--- src/rtl/fp16_pkg.sv ---
// Shared constants and FSM state type for the integer-to-binary16 conversion block.
package fp16_pkg;

    localparam int          EXP_BIAS  = 15;
    localparam int          EXP_W     = 5;
    localparam int          MANT_W    = 10;
    localparam logic [15:0] FP16_INF  = 16'h7C00;
    localparam logic [15:0] FP16_ZERO = 16'h0000;

    typedef enum logic [1:0] {
        IDLE  = 2'd0,
        NORM  = 2'd1,
        ROUND = 2'd2,
        RESP  = 2'd3
    } state_t;

endpackage

--- src/rtl/fp16_norm_round.sv ---
// Iterative normalizer: one left shift per step until the MSB is set, with
// combinational round-to-nearest-even packing of the normalized operand.
module fp16_norm_round
    import fp16_pkg::*;
(
    input  logic        clk,
    input  logic        rst,
    input  logic        start,
    input  logic [15:0] operand,
    input  logic        step,
    output logic        done,
    output logic [15:0] result
);

    logic [15:0]       op;
    logic [3:0]        shifts;
    logic              zero;
    logic [MANT_W-1:0] mant;
    logic              guard;
    logic              sticky;
    logic              inc;
    logic [MANT_W:0]   mant_sum;
    logic [EXP_W:0]    exp_r;

    always_ff @(posedge clk) begin
        if (rst) begin
            op     <= '0;
            shifts <= '0;
            zero   <= 1'b0;
        end else if (start) begin
            op     <= operand;
            shifts <= '0;
            zero   <= (operand == 16'h0000);
        end else if (step && !done) begin
            op     <= {op[14:0], 1'b0};
            shifts <= shifts + 4'd1;
        end
    end

    // A zero operand counts as already normalized so it leaves NORM after one cycle.
    assign done = op[15] | zero;

    always_comb begin
        mant     = op[14:5];
        guard    = op[4];
        sticky   = |op[3:0];
        inc      = guard & (sticky | mant[0]);
        mant_sum = {1'b0, mant} + {{MANT_W{1'b0}}, inc};
        exp_r    = 6'(EXP_BIAS + 15) - {2'b00, shifts}
                   + {{EXP_W{1'b0}}, mant_sum[MANT_W]};
        if (zero)
            result = FP16_ZERO;
        else if (exp_r >= 6'd31)
            result = FP16_INF;
        else
            result = {1'b0, exp_r[EXP_W-1:0], mant_sum[MANT_W-1:0]};
    end

endmodule

--- src/rtl/fp16_conv_arbiter.sv ---
// Round-robin front end sharing one iterative uint16 -> binary16 converter
// among N_REQ requesters; results return tagged with the requester index.
module fp16_conv_arbiter
    import fp16_pkg::*;
#(
    parameter  int N_REQ = 2,
    localparam int ID_W  = $clog2(N_REQ)
) (
    input  logic                  clk,
    input  logic                  rst,
    input  logic [N_REQ-1:0]      req_valid,
    output logic [N_REQ-1:0]      req_ready,
    input  logic [16*N_REQ-1:0]   req_data,
    output logic                  out_valid,
    input  logic                  out_ready,
    output logic [15:0]           out_data,
    output logic [ID_W-1:0]       out_id,
    output logic                  busy
);

    state_t          state;
    logic [ID_W-1:0] last_grant;
    logic [ID_W-1:0] grant_id;
    logic [ID_W-1:0] win_id;
    logic            win_found;
    logic [15:0]     win_data;
    logic            core_start;
    logic            core_step;
    logic            core_done;
    logic [15:0]     core_result;

    // Search begins just past the last winner so every requester is reached within N_REQ grants.
    always_comb begin
        int idx;
        idx       = 0;
        win_found = 1'b0;
        win_id    = '0;
        for (int i = 1; i <= N_REQ; i++) begin
            idx = int'(last_grant) + i;
            if (idx >= N_REQ)
                idx = idx - N_REQ;
            if (!win_found && req_valid[idx]) begin
                win_found = 1'b1;
                win_id    = ID_W'(idx);
            end
        end
    end

    always_comb begin
        req_ready = '0;
        win_data  = req_data[16*int'(win_id) +: 16];
        if (!rst && state == IDLE && win_found)
            req_ready[win_id] = 1'b1;
    end

    assign core_start = !rst && state == IDLE && win_found;
    assign core_step  = (state == NORM);

    fp16_norm_round u_core (
        .clk     (clk),
        .rst     (rst),
        .start   (core_start),
        .operand (win_data),
        .step    (core_step),
        .done    (core_done),
        .result  (core_result)
    );

    always_ff @(posedge clk) begin
        if (rst) begin
            state      <= IDLE;
            last_grant <= ID_W'(N_REQ - 1);
            grant_id   <= '0;
            out_data   <= FP16_ZERO;
            out_id     <= '0;
        end else begin
            case (state)
                IDLE: if (win_found) begin
                    grant_id   <= win_id;
                    last_grant <= win_id;
                    state      <= NORM;
                end
                NORM: if (core_done) state <= ROUND;
                ROUND: begin
                    out_data <= core_result;
                    out_id   <= grant_id;
                    state    <= RESP;
                end
                RESP: if (out_ready) state <= IDLE;
                default: state <= IDLE;
            endcase
        end
    end

    assign out_valid = (state == RESP);
    assign busy      = (state != IDLE);

endmodule

--- config.mk ---
export PLATFORM = sky130hd
export DESIGN_NAME = fp16_conv_arbiter
export DESIGN_NICKNAME = d
export VERILOG_FILES = /design/src/rtl/fp16_pkg.sv /design/src/rtl/fp16_norm_round.sv /design/src/rtl/fp16_conv_arbiter.sv
export SDC_FILE = /design/constraint.sdc
export NUM_CORES = 1
export LEC_CHECK = 0
export BUFFER_PORTS_ARGS = -buffer_cell sky130_fd_sc_hd__buf_2
export CELL_PAD_IN_SITES_DETAIL_PLACEMENT = 1
export CELL_PAD_IN_SITES_GLOBAL_PLACEMENT = 1
export CORE_UTILIZATION = 30
export CTS_BUF_LIST = sky130_fd_sc_hd__clkbuf_4
export CTS_CLUSTER_SIZE = 20
export DETAILED_ROUTE_END_ITERATION = 7
export GPL_ROUTABILITY_DRIVEN = 1
export PLACE_DENSITY = 0.63
export SLEW_MARGIN = 15
export SYNTH_ARGS = -nofsm -noshare
export SYNTH_HDL_FRONTEND = slang
export SYNTH_SLANG_ARGS = --single-unit
export TNS_END_PERCENT = 10
--- constraint.sdc ---
create_clock -name clk -period 3.1 [get_ports clk]
set_input_delay 0.155 -clock clk [delete_from_list [all_inputs] [get_ports clk]]
set_output_delay 0.155 -clock clk [all_outputs]
set_load 0.01 [all_outputs]
== Yosys cells after proc, flatten, opt, wreduce, memory -nomap -nowiden ==
Index checks and enable logic that the tools add are counted.
W data, S select, Z words.

* Multiply operators: 0
* Reduce and logical (&&, ||, !) cells: 16
* Multiplexer cells: 23
* Div/mod/pow operators: 0
* Shift operators: 1
* Equal/unequal tests: 6
* Add/sub/neg operators: 8
* Magnitude comparators: 7
* Bitwise logic cells: 3

{| class="wikitable"
|+ Operator list
! operator !! count
|-
| $lt A32 B3 Y1 const B || 2
|-
| $mux W32 || 2
|-
| $mux W16 || 3
|-
| $shiftx A32 B6 Y16 || 1
|-
| $logic_not A16 Y1 || 1
|-
| $mux W15 || 1
|-
| $add A10 B1 Y11 || 1
|-
| $mux W1 || 11
|-
| $mux W2 || 4
|-
| $pmux W2 S4 || 1
|-
| $add A6 B1 Y6 || 1
|-
| $ge A6 B5 Y1 const B || 1
|-
| $sub A5 B4 Y6 const A || 1
|-
| $logic_and A1 B1 Y1 || 5
|-
| $add A4 B1 Y4 const B || 1
|-
| $eq A2 B2 Y1 const B || 2
|-
| $ne A2 B2 Y1 const B || 2
|-
| $reduce_bool A2 Y1 || 2
|-
| $reduce_or A4 Y1 || 1
|-
| $sub A3 B2 Y4 const B || 1
|-
| $add A1 B2 Y3 const B || 1
|-
| $ge A3 B2 Y1 const B || 1
|-
| $logic_not A1 Y1 || 3
|-
| $reduce_and A3 Y1 || 1
|-
| 13 further kinds || 14
|}

* Memory bits (read-only): 0
* Word-level logic and storage cells: 72
* Memory bits (writable): 0
* Memories: 0
* Register bits after elaboration: 42
* Input bits: 37
* Bits in latches: 0
* Output and inout bits: 21

== Logic depth before layout (Yosys ltp) ==
Gate-level depths: netlist of run 1.

* Depth in word-level cells: 15
* Gate-level depth with buffers: 11
* Gate-level depth less buffers: 11

== Hierarchy ==
A second synthesis of run 1 with hierarchy kept.

* Cell total of the unflattened synthesis: 262
* Area total of the unflattened synthesis: 2464.9 um^2

{| class="wikitable"
|+ Modules (own cells, without submodules)
! module !! area an instance (um^2) !! seq. area each (um^2) !! times used !! cells each
|-
| fp16_norm_round || 1336.3 || 420.4 || 1 || 153
|-
| fp16_conv_arbiter || 1128.6 || 420.4 || 1 || 109
|}

== Least setup slack after synthesis of run 1 ==
OpenSTA, ideal clock, no wires.

* Kind: register -> register
* Start point: register u_core.op[5]
* End point: register out_data[6]
* Period minus slack after synthesis: 2.483 ns
* Stages on the path, launching flop included: 12
* Buffers on the path: 1
* Library setup time: 0.130 ns
* Setup slack: 0.617 ns
* Required time: 2.970 ns
* Data arrival time: 2.353 ns
* Cell sequence: dfxtp_1 -> and2_1 -> ha_1 -> nand2_1 -> nor3_1 -> nand3_1 -> ha_1 -> ha_1 -> or3_1 -> clkbuf_1 -> o211ai_2 -> o32ai_1

* Longest elaborated chain between the ends: 7

{| class="wikitable"
|+ RTL lines
! item !! line !! RTL
|-
| start, declared || fp16_norm_round.sv:15 || <nowiki>logic [15:0] op;</nowiki>
|-
| start signal, assigned || fp16_norm_round.sv:31 || <nowiki>op <= operand;</nowiki>
|-
| start signal, assigned || fp16_norm_round.sv:35 || <nowiki>op <= {op[14:0], 1'b0};</nowiki>
|-
| $or A1 B1 Y1 || fp16_norm_round.sv:47 || <nowiki>inc = guard & (sticky | mant[0]);</nowiki>
|-
| $and A1 B1 Y1 || fp16_norm_round.sv:47 ||
|-
| $add A10 B1 Y11 * || fp16_norm_round.sv:48 || <nowiki>mant_sum = {1'b0, mant} + {{MANT_W{1'b0}}, inc};</nowiki>
|-
| $add A6 B1 Y6 || fp16_norm_round.sv:50 || <nowiki>+ {{EXP_W{1'b0}}, mant_sum[MANT_W]};</nowiki>
|-
| $ge A6 B5 Y1 || fp16_norm_round.sv:53 || <nowiki>else if (exp_r >= 6'd31)</nowiki>
|-
| $mux W15 * || fp16_norm_round.sv:53 ||
|-
| $mux W16 * || fp16_norm_round.sv:51 || <nowiki>if (zero)</nowiki>
|-
| end signal, assigned || fp16_conv_arbiter.sv:85 || <nowiki>out_data <= core_result;</nowiki>
|-
| end, declared || fp16_conv_arbiter.sv:16 || <nowiki>output logic [15:0] out_data,</nowiki>
|}

Mark *: on every way between the ends. The rest lies on a longest branch, timed or not.
A chain may end at the register's enable or synchronous reset.

== Final worst setup path of run 1 ==
* Start point: register u_core.op[4]
* End point: register out_data[8]

* Longest elaborated chain between the ends: 6

{| class="wikitable"
|+ RTL lines
! item !! line
|-
| $and A1 B1 Y1 * || fp16_norm_round.sv:47
|-
| $add A10 B1 Y11 * || fp16_norm_round.sv:48
|-
| $add A6 B1 Y6 || fp16_norm_round.sv:50
|-
| $ge A6 B5 Y1 || fp16_norm_round.sv:53
|-
| $mux W15 * || fp16_norm_round.sv:53
|-
| $mux W16 * || fp16_norm_round.sv:51
|}

Marked as above.

==> flow_summary.ini, run 1 <==
[status]
status = finished, final reports clean

[layout]
syn_to_final_growth_pct = 17.37
n_fill_cell = 935
nets = 355
layout-drive-gt1-share_pct = 28.80
n_antenna_cell = 0
stdcell_count = 411
post-route-util_pct = 36.43

[synthesis]
synthAdderAreaFrac_pct = 4.695
synth_common_cells = dfxtp_1, mux2i_1, nor2_1
synth_xor_area_share_pct = 4.017
synth_compound_area_share_pct = 21.96
yosysSeqAreaShare_pct = 34.22
synth_area_um2 = 2399
synth_most_common_cell = dfxtp_1
synthArstFlopShare_pct = 0
synth_cell_types = 47
netlist_instances = 256
postSynth.topFlopCell = dfxtp_1
synthMuxAreaShare_pct = 9.650
yosysTopAreaCellShare_pct = 34.22
synthTopCellsByArea = dfxtp_1, mux2i_1, a211oi_2
synthSimpleGateAreaFrac_pct = 19.25
synth_edf_count = 0
syn-num-nets = 302
yosysWarnings = 0
ys_ff_latch = 41
avgSynthCellArea_um2 = 9.369
synth_top_cell_by_area = dfxtp_1
synth_top_family_by_area = compound AO/OA/AOI/OAI gates

[place]
numPlacedInstances = 404
dp_hpwl_mm = 5.008
place.gp.congestion = 0.8184
port_buffers = 56

[worst_setup_path]
cp-end-kind = flop
crit_top_cell = ha_1
worstPathMaxFanout = 7
arrival_ps = 3050
startpoint_type = flop
path_class = flop to flop
max_stage_delay_ps = 450
slowest_stage = dfxtp_1
critPathLaunch = u_core.op[4]$_SDFFE_PP0P_
worstReg2RegStart = u_core.op[4]$_SDFFE_PP0P_
cp.required_ps = 3340
path_cells = and2_1 > ha_1 > nand2_1 > nor3_1 > nand3_1 > ha_1 > ha_1 > or3_1 > o211ai_2 > o32ai_1

[route]
wirelength_mm = 6.460
wl_per_cell_um = 15.72
vias = 2066
dr.first_iter.drc_count = 43
ant_nets = 0
viasPerCell = 5.027
drt_first_pass_iters = 4
drc_errors = 0

[floorplanning]
die-area_um2 = 8357
io_pins = 58
fp.dieW_um = 91.42
core_um2 = 7727
start_util_pct = 31.04
rows = 32
dieHeight_um = 91.42

[sta]
fin_crit_ps = 2813
timing.fmax_mhz = 355.5
worst_pin_slew_ps = 710.7
clock_skew_ps = 12.38
finalSetupViolations = 0
hold_ws_ps = 68.70
maxSlewHeadroom_pct = 52.30
rsz0062_at_grt = false
finalSetupTns_ps = 0
slew_viol_final = 0
fin_crit_sh_pct = 90.75
hold_violations = 0

[grt]
grt_pass1_vias = 2158
antenna_found_initial = 0
grt_pass1_wl_mm = 10.88
grt_max_degree = 32
grt_use_total_pct = 16.45
grt-ovfl-total = 0

[clocking]
cts_root_buffer = clkbuf_4
cts_buffers = 5
ctsHoldBuffers = 0
clock_latency_ps = 350
cts_resized = 0
cts_sinks = 41
cts_tree = built
h-tree-depth = 2
path_clk_slew_ps = 120
clock_path_buffers = 2
cts_setup_buffers = 0

[power]
ir_worst_vdd_uv = 362.8
p_leak_nw = 1.113
powerDensity_nw_per_um2 = 642.2
total_power_w = 0.001808

[worst_hold_path]
hold_class = input pin to flop
min_from = rst

[job]
drv_cap = 0
[flip-flops by register name (all words and copies together), names as in the netlist]
| name | count |
|---|---|
| last_grant | 1 |
| grant_id | 1 |
| out_data | 15 |
| u_core.shifts | 4 |
| u_core.zero | 1 |
| u_core.op | 16 |
| out_id | 1 |
| state | 2 |
[cell type report]
class	count	area (um2)	area share, %
inverter	12	45.04	1.600
timing repair buffer	62	337.8	12.00
clock buffer	6	45.04	1.600
sequential	41	820.8	29.16
tap	102	127.6	4.533
multi-input combinational	187	1435	50.98
clock inverter	1	3.754	0.1333
[layout by cell type, fill, tap and decap left out, types with 6 or more instances in the layout]
master,synthesis,routed
nor4_1,8,8
nand2b_1,6,6
clkbuf_4,0,6
buf_2,5,56
nor2b_1,15,15
nor2_1,20,19
xor2_1,6,6
mux2i_1,22,22
a211oi_2,11,11
a21oi_1,10,10
dfxtp_1,41,41
inv_1,12,12
a211oi_1,18,18
ha_1,9,9
[power breakdown]
| part | total, W | internal, W | switching (W) |
|---|---|---|---|
| Combinational | 0.000781 | 0.000357 | 0.000424 |
| Clock | 0.000266 | 0.0000914 | 0.000175 |
| Sequential | 0.000760 | 0.000641 | 0.000120 |
[worst max-delay path: cells and delay by family (launching register included)]
| kind | cells | cell delay, ps |
|---|---|---|
| fa+ha+maj | 3 | 720 |
| flops | 1 | 450 |
| simple gates | 5 | 1130 |
| compound gates | 2 | 390 |
[per-layer routing]
metal  vias to the layer above  part of all wire [%]  global-route usage (%)
met5                         -                     0                       0
met4                         0                  0.99                   3.968
met3                         8                   2.2                   2.931
met2                        24                    47                   28.01
met1                       998                    50                   21.41
li1                       1036                     -                       -
[cells by family (layout without fill, tap and decap cells)]
logic type / after synthesis / after routing
simple gates: 81 / 81
compound gates: 62 / 62
flops: 41 / 41
buf+inv: 28 / 81
mux: 23 / 23
xor+xnor: 11 / 11
fa+ha+maj: 9 / 9
other cells: 1 / 1
[through the flow]
stage,cell area (um2),setup WS (ps)
global route,2815,84.63
detailed placement,2766,331.2
floorplan,2399,617.2
CTS,2815,289.8
finish,2815,286.8
global placement,2766,443.7
[worst paths after layout]
path | to | cells past startpoint | slack [ps]
max | out_data[8]$_SDFFE_PP0P_ | 10 | 290
min | state[1]$_SDFFE_PP0P_ | 2 | 70
max reg2reg | out_data[8]$_SDFFE_PP0P_ | 10 | 290
min reg2reg | grant_id$_SDFFE_PP0P_ | 2 | 480
No activity file was read; power rests on OpenSTA's default activity.
==> run 2: changes to the inputs <==
==> constraint.sdc (replaced) <==
create_clock -name clk -period 3.1 [get_ports clk]
set_input_delay 0.31 -clock clk [delete_from_list [all_inputs] [get_ports clk]]
set_output_delay 0.31 -clock clk [all_outputs]
set_load 0.01 [all_outputs]
==> run 2 against run 1 <==
Net effect: via count rose by 0.24%; global-route usage down 0.059 points; final cell count up 0.24%; total power increased by 1.0%.
==> flow_summary.ini, run 2 (same netlist as run 1, synthesis figures left out) <==
[worst_setup_path]
path_class = flop to flop
worstPathMaxFanout = 7
critical-path-top-delay-family = simple AND/OR/NAND/NOR gates
arrival_ps = 3060
cp-end-kind = flop
crit_top_cell = ha_1
crit_cells = 10
worst-r2r-cell-count = 10
slowest_stage = or3_1
max_stage_delay_ps = 450
cp.required_ps = 3360
path_cells = and2_1 > ha_1 > nand2_1 > nor3_1 > nand3_1 > ha_1 > ha_1 > or3_1 > o211ai_2 > o32ai_1
startpoint_type = flop
cp.buffers_inverters = 0

[grt]
grt_max_degree = 34
grt_use_total_pct = 16.40
grt_pass1_vias = 2145
grt_pass1_wl_mm = 10.70
antenna_found_initial = 0
grt-ovfl-total = 0

[clocking]
cts_tree = built
cts_root_buffer = clkbuf_4
path_clk_slew_ps = 140
cts_buffers = 5
cts_sinks = 41
cts_resized = 0
clock_latency_ps = 360
ctsHoldBuffers = 0
h-tree-depth = 2
clock_path_buffers = 2
cts_setup_buffers = 0

[layout]
final_common_cell = buf_2
layout_common_cells = buf_2, dfxtp_1, mux2i_1, nor2_1, a211oi_1
largest_register_ffs = 16
n_fill_cell = 920
n_antenna_cell = 0
largestRegisters = u_core.op: 16 flops, out_data: 15 flops, u_core.shifts: 4 flops
syn_to_final_growth_pct = 17.63
nets = 355
layout-drive-gt1-share_pct = 29.35
final_area_um2 = 2821
top_register = u_core.op

[floorplanning]
fp.dieW_um = 91.42
io_pins = 58
die-area_um2 = 8357
start_util_pct = 31.04
core_um2 = 7727
rows = 32
dieHeight_um = 91.42

[sta]
slew_viol_final = 0
hold_violations = 0
finalSetupTns_ps = 0
clock_skew_ps = 13.58
fin_crit_sh_pct = 90.41
rsz0062_at_grt = false
hold_ws_ps = 250.6
finalSetupViolations = 0
timing.fmax_mhz = 356.8
maxSlewHeadroom_pct = 52.29
fin_crit_ps = 2803
worst_pin_slew_ps = 714.2
fin_ws_ps = 297.3

[route]
wirelength_mm = 6.484
viasPerCell = 5.027
drc_errors = 0
drt_first_pass_iters = 4
ant_nets = 0
wl_per_cell_um = 15.74
vias = 2071
dr.first_iter.drc_count = 79

[power]
powerDensity_nw_per_um2 = 647.1
total_power_w = 0.001826
p_leak_nw = 1.115
ir_worst_vdd_uv = 281.4

[worst_hold_path]
hold_class = input pin to flop
holdPathStages = 3

[place]
port_buffers = 56
place_area_um2 = 2766
dp_slack_ps = 310.8
dp_hpwl_mm = 4.974
place.gp.congestion = 0.8182

[job]
drv_cap = 0

[status]
status = finished, final reports clean
==> run 2: final timing paths <==
| kind | startpoint | endpoint | slack, ps |
|---|---|---|---|
| worst max register to register | u_core.op[5]$_SDFFE_PP0P_ | out_data[6]$_SDFFE_PP0P_ | 300 |
| worst max-delay path | u_core.op[5]$_SDFFE_PP0P_ | out_data[6]$_SDFFE_PP0P_ | 300 |
| worst min-delay path | req_valid[1] | last_grant$_SDFFE_PP1P_ | 250 |
| worst min register to register | grant_id$_SDFFE_PP0P_ | grant_id$_SDFFE_PP0P_ | 480 |
==> run 2: power breakdown <==
group | total [W] | internal [W] | switching (W)
Combinational | 0.000785 | 0.000357 | 0.000428
Sequential | 0.000760 | 0.000641 | 0.000119
Clock | 0.000281 | 0.0000858 | 0.000195
Total | 0.00183 | 0.00108 | 0.000742
==> run 2: area by class of cell <==
| type | count | area (um2) | area share (%) |
|---|---|---|---|
| multi-input cells | 187 | 1435 | 50.86 |
| flip-flops and latches | 41 | 820.8 | 29.09 |
| repair buffers | 62 | 337.8 | 11.97 |
| well taps | 102 | 127.6 | 4.523 |
| inverters | 12 | 45.04 | 1.596 |
| clock buffers | 5 | 37.54 | 1.330 |
| clock inverters | 3 | 17.52 | 0.6208 |
==> run 2: layer usage <==
metal,wire (um),global-route usage [%],vias to the layer above
met5,0,0,-
met4,82,5.159,0
met3,124,2.931,7
met2,3049,27.26,21
met1,3227,21.38,1005
li1,-,-,1038
==> run 2: stage by stage <==
step	instances	util, %
final	412	36.51
after floorplan	256	-
after global routing	412	36.51
after detailed placement	404	35.80
after CTS	412	36.51
after global placement	404	35.80
==> run 2: tightest hold or removal path: stages <==
cell and delay (ps):
buf_2 90, a21oi_1 60, o21ai_0 120
==> run 3: changes to the inputs <==
- ABC_AREA: unset -> 1
- PLACE_DENSITY: 0.63 -> 0.68
==> run 3 against run 2 <==
Net effect: total power increased by 3.2%; clock power increased by 29%; critical endpoint is now out_data[9]$_SDFFE_PP0P_; worst setup slack improved by 130 ps; largest cell class unchanged; critical path depth increased by 6; clock-buffer cell count unchanged; global-route usage increased by 0.79 points; first-iteration DRC count increased by 85%; synthesized cell count increased by 40%.
==> flow_summary.ini, run 3 <==
[route]
viasPerCell = 4.751
wirelength_mm = 6.645
wl_per_cell_um = 13.03
dr.first_iter.drc_count = 146
drc_errors = 0
drt_first_pass_iters = 4
vias = 2423
ant_nets = 0

[synthesis]
yosysWarnings = 0
synth_cell_types = 28
synth_edf_count = 0
netlist_instances = 358
avgSynthCellArea_um2 = 6.665
synth_common_cells = nand2_1, dfxtp_1, nor2_1
yosysSeqAreaShare_pct = 34.40
synth_area_um2 = 2386
synth_most_common_cell = nand2_1
yosysTopAreaCellShare_pct = 34.40
synth_top_cell_by_area = dfxtp_1
synthTopCellsByArea = dfxtp_1, nand2_1, nand3_1
synthArstFlopShare_pct = 0
ys_ff_latch = 41
syn-num-nets = 404
postSynth.topFlopCell = dfxtp_1

[power]
ir_worst_vdd_uv = 266.0
total_power_w = 0.001884
p_leak_nw = 1.263
powerDensity_nw_per_um2 = 676.6

[worst_setup_path]
cp-end-kind = flop
path_class = flop to flop
critPathLaunch = u_core.op[5]$_SDFFE_PP0P_
worstReg2RegStart = u_core.op[5]$_SDFFE_PP0P_
arrival_ps = 2930
worstPathMaxFanout = 7
cp.required_ps = 3360
startpoint_type = flop
r2r_slack_ps = 430

[clocking]
path_clk_slew_ps = 140
clock_path_buffers = 2
clock_latency_ps = 370
cts_setup_buffers = 0
ctsHoldBuffers = 0
cts_tree = built
cts_root_buffer = clkbuf_4
h-tree-depth = 2
cts_resized = 0
cts_sinks = 41
cts_buffers = 5

[grt]
grt_use_total_pct = 17.19
met2_usage_pct = 29.86
grt-busiest-layer = met2
grt_max_degree = 23
grt_pass1_vias = 2376
antenna_found_initial = 0
grt_util_met3_pct = 2.764
gr-usage-met1_pct = 21.88
grt_pass1_wl_mm = 11.52
grt-ovfl-total = 0

[sta]
finalSetupViolations = 0
hold_violations = 0
rsz0062_at_grt = false
slew_viol_final = 0
fin_crit_sh_pct = 86.16
timing.fmax_mhz = 374.4
fin_crit_ps = 2671
clock_skew_ps = 11.66
finalSetupTns_ps = 0
hold_ws_ps = 308.0

[layout]
n_antenna_cell = 0
layout-drive-gt1-share_pct = 20.83
stdcell_count = 510
final_common_cell = nand2_1
largest_register_ffs = 16
multi_input_area_um2 = 1351
syn_to_final_growth_pct = 16.68
nets = 453
largestRegisters = u_core.op: 16 flops, out_data: 15 flops, u_core.shifts: 4 flops
top_register = u_core.op
layout_common_cells = nand2_1, buf_2, dfxtp_1, nor2_1, nand3_1
n_fill_cell = 1028
ff_latch_area_um2 = 820.8

[place]
dp_hpwl_mm = 5.219
place.gp.congestion = 0.7464
numPlacedInstances = 502
port_buffers = 56

[floorplanning]
io_pins = 58
dieHeight_um = 91.18
rows = 32
fp.dieW_um = 91.18
die-area_um2 = 8314
core_um2 = 7727
start_util_pct = 30.88

[worst_hold_path]
min_from = req_data[0]
hold_class = input pin to flop

[job]
drv_cap = 0

[status]
status = finished, final reports clean
-- run 3: layout make-up --
type | count | area share (%)
clock buffer | 5 | 1.348
clock inverter | 3 | 1.663
inverter | 28 | 3.775
multi-input combinational | 273 | 48.54
sequential | 41 | 29.48
tap | 102 | 4.584
timing repair buffer | 58 | 10.61
-- run 3: report_power, final --
| group | switching [W] | internal [W] |
|---|---|---|
| clock network | 0.000191 | 0.000171 |
| logic | 0.000500 | 0.000262 |
| registers | 0.000117 | 0.000643 |
| total | 0.000808 | 0.00108 |
-- run 3: per-stage QoR --
stage | setup slack (ps) | area [um2] | util [%]
final | 429.2 | 2784 | 36.03
after floorplan | 771.9 | 2386 | -
after CTS | 415.9 | 2784 | 36.03
after detailed placement | 411.3 | 2700 | 34.94
after global routing | 37.64 | 2784 | 36.03
after global placement | 569.0 | 2700 | 34.94
-- run 3: kinds of logic after synthesis --
family	synth area share, %
other	0.1572
buffers and inverters	8.966
AND/OR/NAND/NOR	36.71
flip-flops	34.40
XOR/XNOR	2.202
adder cells (fa/ha/maj)	4.720
AO/OA/AOI/OAI	12.85
-- run 3: critical path, cell delays in order, from the launching register on --
cell and delay [ps]:
dfxtp_1 400, nand2_1 90, inv_1 180, ha_1 220
nand3_1 150, nor2_1 170, nand3_1 90, ha_1 210
ha_1 290, nor2_1 90, nand3_1 80, nor2_1 160
nand2_1 160, nand2_1 100, nor2_1 40, nor2_1 90
nor2_1 50
-- run 3: worst paths after layout --
check                              end  depth (start not counted)
max           out_data[9]$_SDFFE_PP0P_                         16
min          u_core.op[0]$_SDFFE_PP0P_                          5
max reg2reg   out_data[9]$_SDFFE_PP0P_                         16
min reg2reg   out_data[1]$_SDFFE_PP0P_                          2
-- run 3: layer usage --
layer	part of all wire (%)	vias up	wire, um
li1	-	1257	-
met5	0	-	0
met4	1.1	0	76
met3	4.2	8	280
met2	47	55	3135
met1	47	1103	3153
